===== config.mk =====
export PLATFORM = sky130hd
export DESIGN_NAME = fetch_btb_stage_flat
export DESIGN_NICKNAME = d
export VERILOG_FILES = /design/src/rtl/fetch_btb_stage_if.sv /design/src/rtl/fetch_btb_stage.sv /design/src/flat_wrapper.sv
export SDC_FILE = /design/constraint.sdc
export NUM_CORES = 1
export LEC_CHECK = 0
export CAP_MARGIN = 25
export CORE_AREA = 10 10 358 360
export DETAILED_ROUTE_END_ITERATION = 10
export DIE_AREA = 0 0 368 370
export GPL_ROUTABILITY_DRIVEN = 0
export GPL_TIMING_DRIVEN = 0
export SETUP_SLACK_MARGIN = 0.15
export SLEW_MARGIN = 0
export SYNTH_ARGS = -nofsm -noshare
export SYNTH_HDL_FRONTEND = slang
export SYNTH_SLANG_ARGS = --single-unit

===== constraint.sdc =====
create_clock -name i_clk -period 6.9 [get_ports i_clk]
set_clock_uncertainty 0.05 [all_clocks]
set_input_delay 1.38 -clock i_clk [delete_from_list [all_inputs] [get_ports i_clk]]
set_output_delay 1.38 -clock i_clk [all_outputs]
set_load 0.005 [all_outputs]

===== src/rtl/fetch_btb_stage_if.sv =====
// Fetch-stage bus: execute-stage redirect/update inputs, instruction memory
// port, and the prediction/IF-ID outputs of the fetch stage.
interface fetch_btb_stage_if;
    logic        i_pc_enable;
    logic        i_redirect;
    logic [31:0] i_redirect_pc;
    logic        i_upd_valid;
    logic [31:0] i_upd_pc;
    logic        i_upd_taken;
    logic [31:0] i_upd_target;
    logic [31:0] o_imem_addr;
    logic [31:0] i_imem_data;
    logic [31:0] o_pc_cur;
    logic [31:0] o_pc_four;
    logic [31:0] o_instruct;
    logic        o_prediction;
    logic [31:0] o_pred_target;

    modport master (
        output i_pc_enable, i_redirect, i_redirect_pc,
        output i_upd_valid, i_upd_pc, i_upd_taken, i_upd_target,
        output i_imem_data,
        input  o_imem_addr, o_pc_cur, o_pc_four, o_instruct,
        input  o_prediction, o_pred_target
    );

    modport slave (
        input  i_pc_enable, i_redirect, i_redirect_pc,
        input  i_upd_valid, i_upd_pc, i_upd_taken, i_upd_target,
        input  i_imem_data,
        output o_imem_addr, o_pc_cur, o_pc_four, o_instruct,
        output o_prediction, o_pred_target
    );
endinterface


===== src/rtl/fetch_btb_stage.sv =====
// Instruction-fetch stage: PC register plus a direct-mapped BTB with 2-bit
// saturating direction counters; predicts the next PC every cycle.
module fetch_btb_stage #(
    parameter int          BTB_DEPTH = 16,
    parameter logic [31:0] RESET_PC  = 32'h0000_0000,
    parameter logic [1:0]  CNT_INIT  = 2'b01
) (
    input logic              i_clk,
    input logic              i_rst,
    fetch_btb_stage_if.slave bus
);
    localparam int IDX_W = $clog2(BTB_DEPTH);
    localparam int TAG_W = 30 - IDX_W;

    logic [31:0]      pc_q;
    logic             btb_valid  [BTB_DEPTH];
    logic [TAG_W-1:0] btb_tag    [BTB_DEPTH];
    logic [29:0]      btb_target [BTB_DEPTH];
    logic [1:0]       btb_cnt    [BTB_DEPTH];

    // Lookup side, purely from the PC register.
    logic [IDX_W-1:0] lk_idx;
    logic [TAG_W-1:0] lk_tag;
    logic             lk_hit;
    logic             prediction;
    logic [31:0]      pc_four;
    logic [31:0]      pred_target;

    assign lk_idx      = pc_q[IDX_W+1:2];
    assign lk_tag      = pc_q[31:IDX_W+2];
    assign lk_hit      = btb_valid[lk_idx] && (btb_tag[lk_idx] == lk_tag);
    assign prediction  = lk_hit && btb_cnt[lk_idx][1];
    assign pc_four     = pc_q + 32'd4;
    assign pred_target = prediction ? {btb_target[lk_idx], 2'b00} : pc_four;

    // Update side: word addresses drop the byte-offset bits up front.
    logic [29:0]      upd_word;
    logic [29:0]      upd_tgt_word;
    logic [IDX_W-1:0] up_idx;
    logic [TAG_W-1:0] up_tag;
    logic             up_hit;
    logic [1:0]       cnt_next;

    assign upd_word     = 30'(bus.i_upd_pc >> 2);
    assign upd_tgt_word = 30'(bus.i_upd_target >> 2);
    assign up_idx       = upd_word[IDX_W-1:0];
    assign up_tag       = upd_word[29:IDX_W];
    assign up_hit       = btb_valid[up_idx] && (btb_tag[up_idx] == up_tag);

    // NOTE: every variable assigned in always_comb gets a default first so no latch is inferred.
    always_comb begin
        cnt_next = btb_cnt[up_idx];
        if (bus.i_upd_taken) begin
            if (cnt_next != 2'b11) cnt_next = cnt_next + 2'b01;
        end else if (cnt_next != 2'b00) begin
            cnt_next = cnt_next - 2'b01;
        end
    end

    // NOTE: sequential state uses non-blocking assignments only.
    always_ff @(posedge i_clk) begin
        if (i_rst) begin
            pc_q <= RESET_PC;
            for (int i = 0; i < BTB_DEPTH; i++) begin
                btb_valid[i] <= 1'b0;
                btb_cnt[i]   <= CNT_INIT;
            end
        end else begin
            if (bus.i_redirect)       pc_q <= bus.i_redirect_pc & 32'hFFFF_FFFC;
            else if (bus.i_pc_enable) pc_q <= pred_target;

            if (bus.i_upd_valid) begin
                if (up_hit) begin
                    btb_cnt[up_idx] <= cnt_next;
                end else if (bus.i_upd_taken) begin
                    btb_valid[up_idx] <= 1'b1;
                    btb_cnt[up_idx]   <= 2'b10;
                end
            end
        end
    end

    // NOTE: tag/target arrays are not reset; valid=0 masks them, keeping them plain RAM.
    always_ff @(posedge i_clk) begin
        if (!i_rst && bus.i_upd_valid && bus.i_upd_taken) begin
            btb_tag[up_idx]    <= up_tag;
            btb_target[up_idx] <= upd_tgt_word;
        end
    end

    assign bus.o_pc_cur      = pc_q;
    assign bus.o_imem_addr   = pc_q;
    assign bus.o_pc_four     = pc_four;
    assign bus.o_instruct    = bus.i_imem_data;
    assign bus.o_prediction  = prediction;
    assign bus.o_pred_target = pred_target;
endmodule


===== src/flat_wrapper.sv =====
// flat-port wrapper written by rule: the top's interface ports become plain ports
module fetch_btb_stage_flat 
#(
    parameter int          BTB_DEPTH = 16,
    parameter logic [31:0] RESET_PC  = 32'h0000_0000,
    parameter logic [1:0]  CNT_INIT  = 2'b01
)
  (i_clk, i_rst, bus_i_pc_enable, bus_i_redirect, bus_i_redirect_pc, bus_i_upd_valid, bus_i_upd_pc, bus_i_upd_taken, bus_i_upd_target, bus_i_imem_data, bus_o_imem_addr, bus_o_pc_cur, bus_o_pc_four, bus_o_instruct, bus_o_prediction, bus_o_pred_target);
  fetch_btb_stage_if bus_i ();
  input logic i_clk;
  input logic i_rst;
  input wire logic [$bits(bus_i.i_pc_enable)-1:0] bus_i_pc_enable;
  input wire logic [$bits(bus_i.i_redirect)-1:0] bus_i_redirect;
  input wire logic [$bits(bus_i.i_redirect_pc)-1:0] bus_i_redirect_pc;
  input wire logic [$bits(bus_i.i_upd_valid)-1:0] bus_i_upd_valid;
  input wire logic [$bits(bus_i.i_upd_pc)-1:0] bus_i_upd_pc;
  input wire logic [$bits(bus_i.i_upd_taken)-1:0] bus_i_upd_taken;
  input wire logic [$bits(bus_i.i_upd_target)-1:0] bus_i_upd_target;
  input wire logic [$bits(bus_i.i_imem_data)-1:0] bus_i_imem_data;
  output wire logic [$bits(bus_i.o_imem_addr)-1:0] bus_o_imem_addr;
  output wire logic [$bits(bus_i.o_pc_cur)-1:0] bus_o_pc_cur;
  output wire logic [$bits(bus_i.o_pc_four)-1:0] bus_o_pc_four;
  output wire logic [$bits(bus_i.o_instruct)-1:0] bus_o_instruct;
  output wire logic [$bits(bus_i.o_prediction)-1:0] bus_o_prediction;
  output wire logic [$bits(bus_i.o_pred_target)-1:0] bus_o_pred_target;
  assign bus_i.i_pc_enable = bus_i_pc_enable;
  assign bus_i.i_redirect = bus_i_redirect;
  assign bus_i.i_redirect_pc = bus_i_redirect_pc;
  assign bus_i.i_upd_valid = bus_i_upd_valid;
  assign bus_i.i_upd_pc = bus_i_upd_pc;
  assign bus_i.i_upd_taken = bus_i_upd_taken;
  assign bus_i.i_upd_target = bus_i_upd_target;
  assign bus_i.i_imem_data = bus_i_imem_data;
  assign bus_o_imem_addr = bus_i.o_imem_addr;
  assign bus_o_pc_cur = bus_i.o_pc_cur;
  assign bus_o_pc_four = bus_i.o_pc_four;
  assign bus_o_instruct = bus_i.o_instruct;
  assign bus_o_prediction = bus_i.o_prediction;
  assign bus_o_pred_target = bus_i.o_pred_target;
  fetch_btb_stage #(.BTB_DEPTH(BTB_DEPTH), .RESET_PC(RESET_PC), .CNT_INIT(CNT_INIT)) u_core (.i_clk(i_clk), .i_rst(i_rst), .bus(bus_i));
endmodule

==> impl_metrics.toml <==
[clock_network]
cts_root_buffer = "clkbuf_16"
cts_tree = "built"
cts_max_path_buffers = 3
cts_buffers = 101
clk_pin_slew_ns = 0.06
cts_sinks = 980
insertion_delay_ns = 0.70
htree_levels = 3
ctsHoldBuffers = 0

[power_and_ir_drop]
vdd_drop_max_mv = 0.187
p_leak_nw = 16.8
power_density_nw_per_um2 = 255
p_total_w = 0.0134

[timing]
tns_ns = 0
slew_violations = 0
rsz0062_at_grt = "false"
slew_headroom_pct = 28.5
post-route-period-util_pct = 96.1
layout_min_cycle_time_ns = 6.63
hold_viol = 0
final-setup-viol-count = 0
tightest_slew_ns = 1.07
max_freq_mhz = 151

[grt]
grt_pass1_vias = 26100
grtUsageTotal_pct = 20.1
busiest_layer = "met2"
met2_usage_pct = 32.1
grt_max_degree = 22
use_met3_pct = 5.38
antenna_found_initial = 16
met1_usage_pct = 26.8
gr-total-overflow = 0
grt_pass1_wl_um = 198000

[place]
dp.cells = 4176
hpwl_um = 98100
port_buffers = 252

[yosys]
synth-edff-count = 928
async_reset_ff_share_pct = 0
yosys_register_bits = 980
yosysUniqueCellTypes = 56
syn_inst = 2243
yosys_warnings = 0
synth-seq-area-share_pct = 67.0
synth_area_per_cell_um2 = 19.2
syn_area_um2 = 43100
synth_nets = 2378
synth_ff_type = "edfxtp_1"

[job]
cap_violations = 0

[worst_setup_path]
cp-end-kind = "flop"
cp_max_fo = 10
cp-start-kind = "primary input"
crit_required_ns = 7.23
rrSetupSlack_ns = 2.02
critPathKind = "primary input to flop"
crit_arrival_ns = 6.96

[die]
num_io_pins = 295
core_region_area_um2 = 121000
fp.dieH_um = 370
rows = 128
start_util_pct = 35.6
die-area_um2 = 136000
dieWidth_um = 368

[status]
status = "complete, no violations"

[final_layout]
layout.nets = 2796
layoutNonFillerInstCount = 4374
fillers = 10500
synthToLayoutAreaGrowth_pct = 22.1
drive_gt1_share_pct = 28.5

[routing]
wl_per_cell_um = 32.1
first_iter_violations = 2983
dr.pass1.iters = 6
drt_wl_total_um = 140000
vias_per_cell = 5.81
vias = 25400
drc = 0
drtAntennaViolNets = 0

[min_path]
hold_class = "flop to flop"
report_power, final:
part	leakage, nW	switching, W	internal [W]
logic	6.45	0.000752	0.000644
clock network	1.60	0.00232	0.00310
registers	8.77	0.0000612	0.00656
total	16.8	0.00313	0.0103
through the flow:
stage | instance area (µm²) | worst slack [ns] | util (%) | hold WS, ns
3_5_place_dp | 49000 | -1.57 | 40.4 | 0.430
4_1_cts | 52500 | 0.173 | 43.4 | 0.437
6_report | 52700 | 0.270 | 43.5 | 0.439
5_1_grt | 52700 | 0.129 | 43.5 | 0.459
2_1_floorplan | 43100 | 1.19 | - | 0.400
3_3_place_gp | 47700 | -3.95 | 39.4 | 0.426
cells in the mapped netlist (all sizes together), types with 9 or more instances:
master | number | share of area [%]
buf | 137 | 2.1
nand4 | 18 | 0.26
dfxtp | 52 | 2.4
xor2 | 26 | 0.53
and3 | 9 | 0.13
nor3 | 13 | 0.15
a221oi | 9 | 0.18
edfxtp | 928 | 65
a21o | 18 | 0.31
nand2 | 85 | 0.74
o21ai | 24 | 0.28
nor2 | 45 | 0.40
nand3 | 72 | 0.85
mux2i | 93 | 2.2
nor2b | 15 | 0.22
mux4 | 386 | 20
o211ai | 9 | 0.16
clkbuf | 82 | 0.71
o221ai | 29 | 0.59
xnor2 | 50 | 1.0
nand2b | 9 | 0.13
inv | 53 | 0.46
nor3b | 17 | 0.30
cell usage in the layout (no fill, tap or decap), types with 29 or more instances in the layout:
master | Yosys | final
buf_12 | 0 | 38
buf_4 | 75 | 83
clkbuf_1 | 82 | 92
clkbuf_16 | 0 | 101
clkdlybuf4s50_1 | 0 | 252
dfxtp_1 | 52 | 52
edfxtp_1 | 928 | 928
inv_1 | 52 | 52
mux2i_1 | 93 | 83
mux4_2 | 383 | 383
nand2_1 | 85 | 85
nand3_1 | 71 | 71
o221ai_1 | 29 | 29
xnor2_1 | 50 | 49
cell type report:
class | instances | area (µm²) | share of cell area, %
antenna | 2 | 5.00 | 0.00950
buffer | 219 | 1410 | 2.68
clock buffer | 142 | 2750 | 5.22
clock inverter | 47 | 523 | 0.993
inverter | 53 | 199 | 0.378
multi-input combinational | 991 | 13100 | 24.9
sequential | 980 | 28900 | 54.9
tap | 1625 | 2030 | 3.86
timing repair buffer | 315 | 3750 | 7.11
per-layer routing:
metal  vias to the layer above  part of all wire (%)
li1                      10100                     -
met1                     13500                    39
met2                      1537                    47
met3                       251                    11
met4                        10                   2.8
met5                         -                 0.043
path summary, 6_finish.rpt:
path	from	to	depth (start not counted)
worst min register to register	u_core.btb_valid[1]$_DFF_P_	u_core.btb_valid[1]$_DFF_P_	2
worst max register to register	u_core.btb_tag[15][25]$_DFFE_PP_	u_core.btb_cnt[5][1]$_SDFFCE_PN0P_	11
worst max-delay path	bus_i_upd_pc[3]	u_core.btb_cnt[5][1]$_SDFFCE_PN0P_	13
worst min-delay path	u_core.btb_valid[1]$_DFF_P_	u_core.btb_valid[1]$_DFF_P_	2
kinds of logic after synthesis:
logic type | Yosys count | synth area share, %
mux | 480 | 22.4
simple gates | 310 | 3.61
fa+ha+maj | 3 | 0.0754
flops | 980 | 67.0
compound gates | 122 | 2.11
xor+xnor | 76 | 1.54
buf+inv | 272 | 3.25
worst max-delay path, stage by stage:
cell and delay, ns:
buf_1 0.77, clkbuf_1 0.74, mux4_2 0.43, mux4_2 0.50, xnor2_1 0.30, nand4_1 0.32
nor4_1 0.78, nand4_1 0.38, nor2b_1 0.24, nor3b_1 0.39, buf_2 0.26, buf_2 0.24
a21o_1 0.19
sequential cells by signal (all words and copies together) (netlist names), named ones only:
name                    cells
u_core.bus.o_imem_addr     32
u_core.btb_target         480
u_core.btb_cnt             32
u_core.btb_valid           16
u_core.btb_tag            416
what timing repair did:
item	CTS	global route
resized for setup	89	26
hold endpoints to repair	0	0
gates cloned	0	0
setup buffers	4	1
setup endpoints to repair	36	31
pin swaps	4	4
Note: power is estimated with default switching activity, not from simulation.
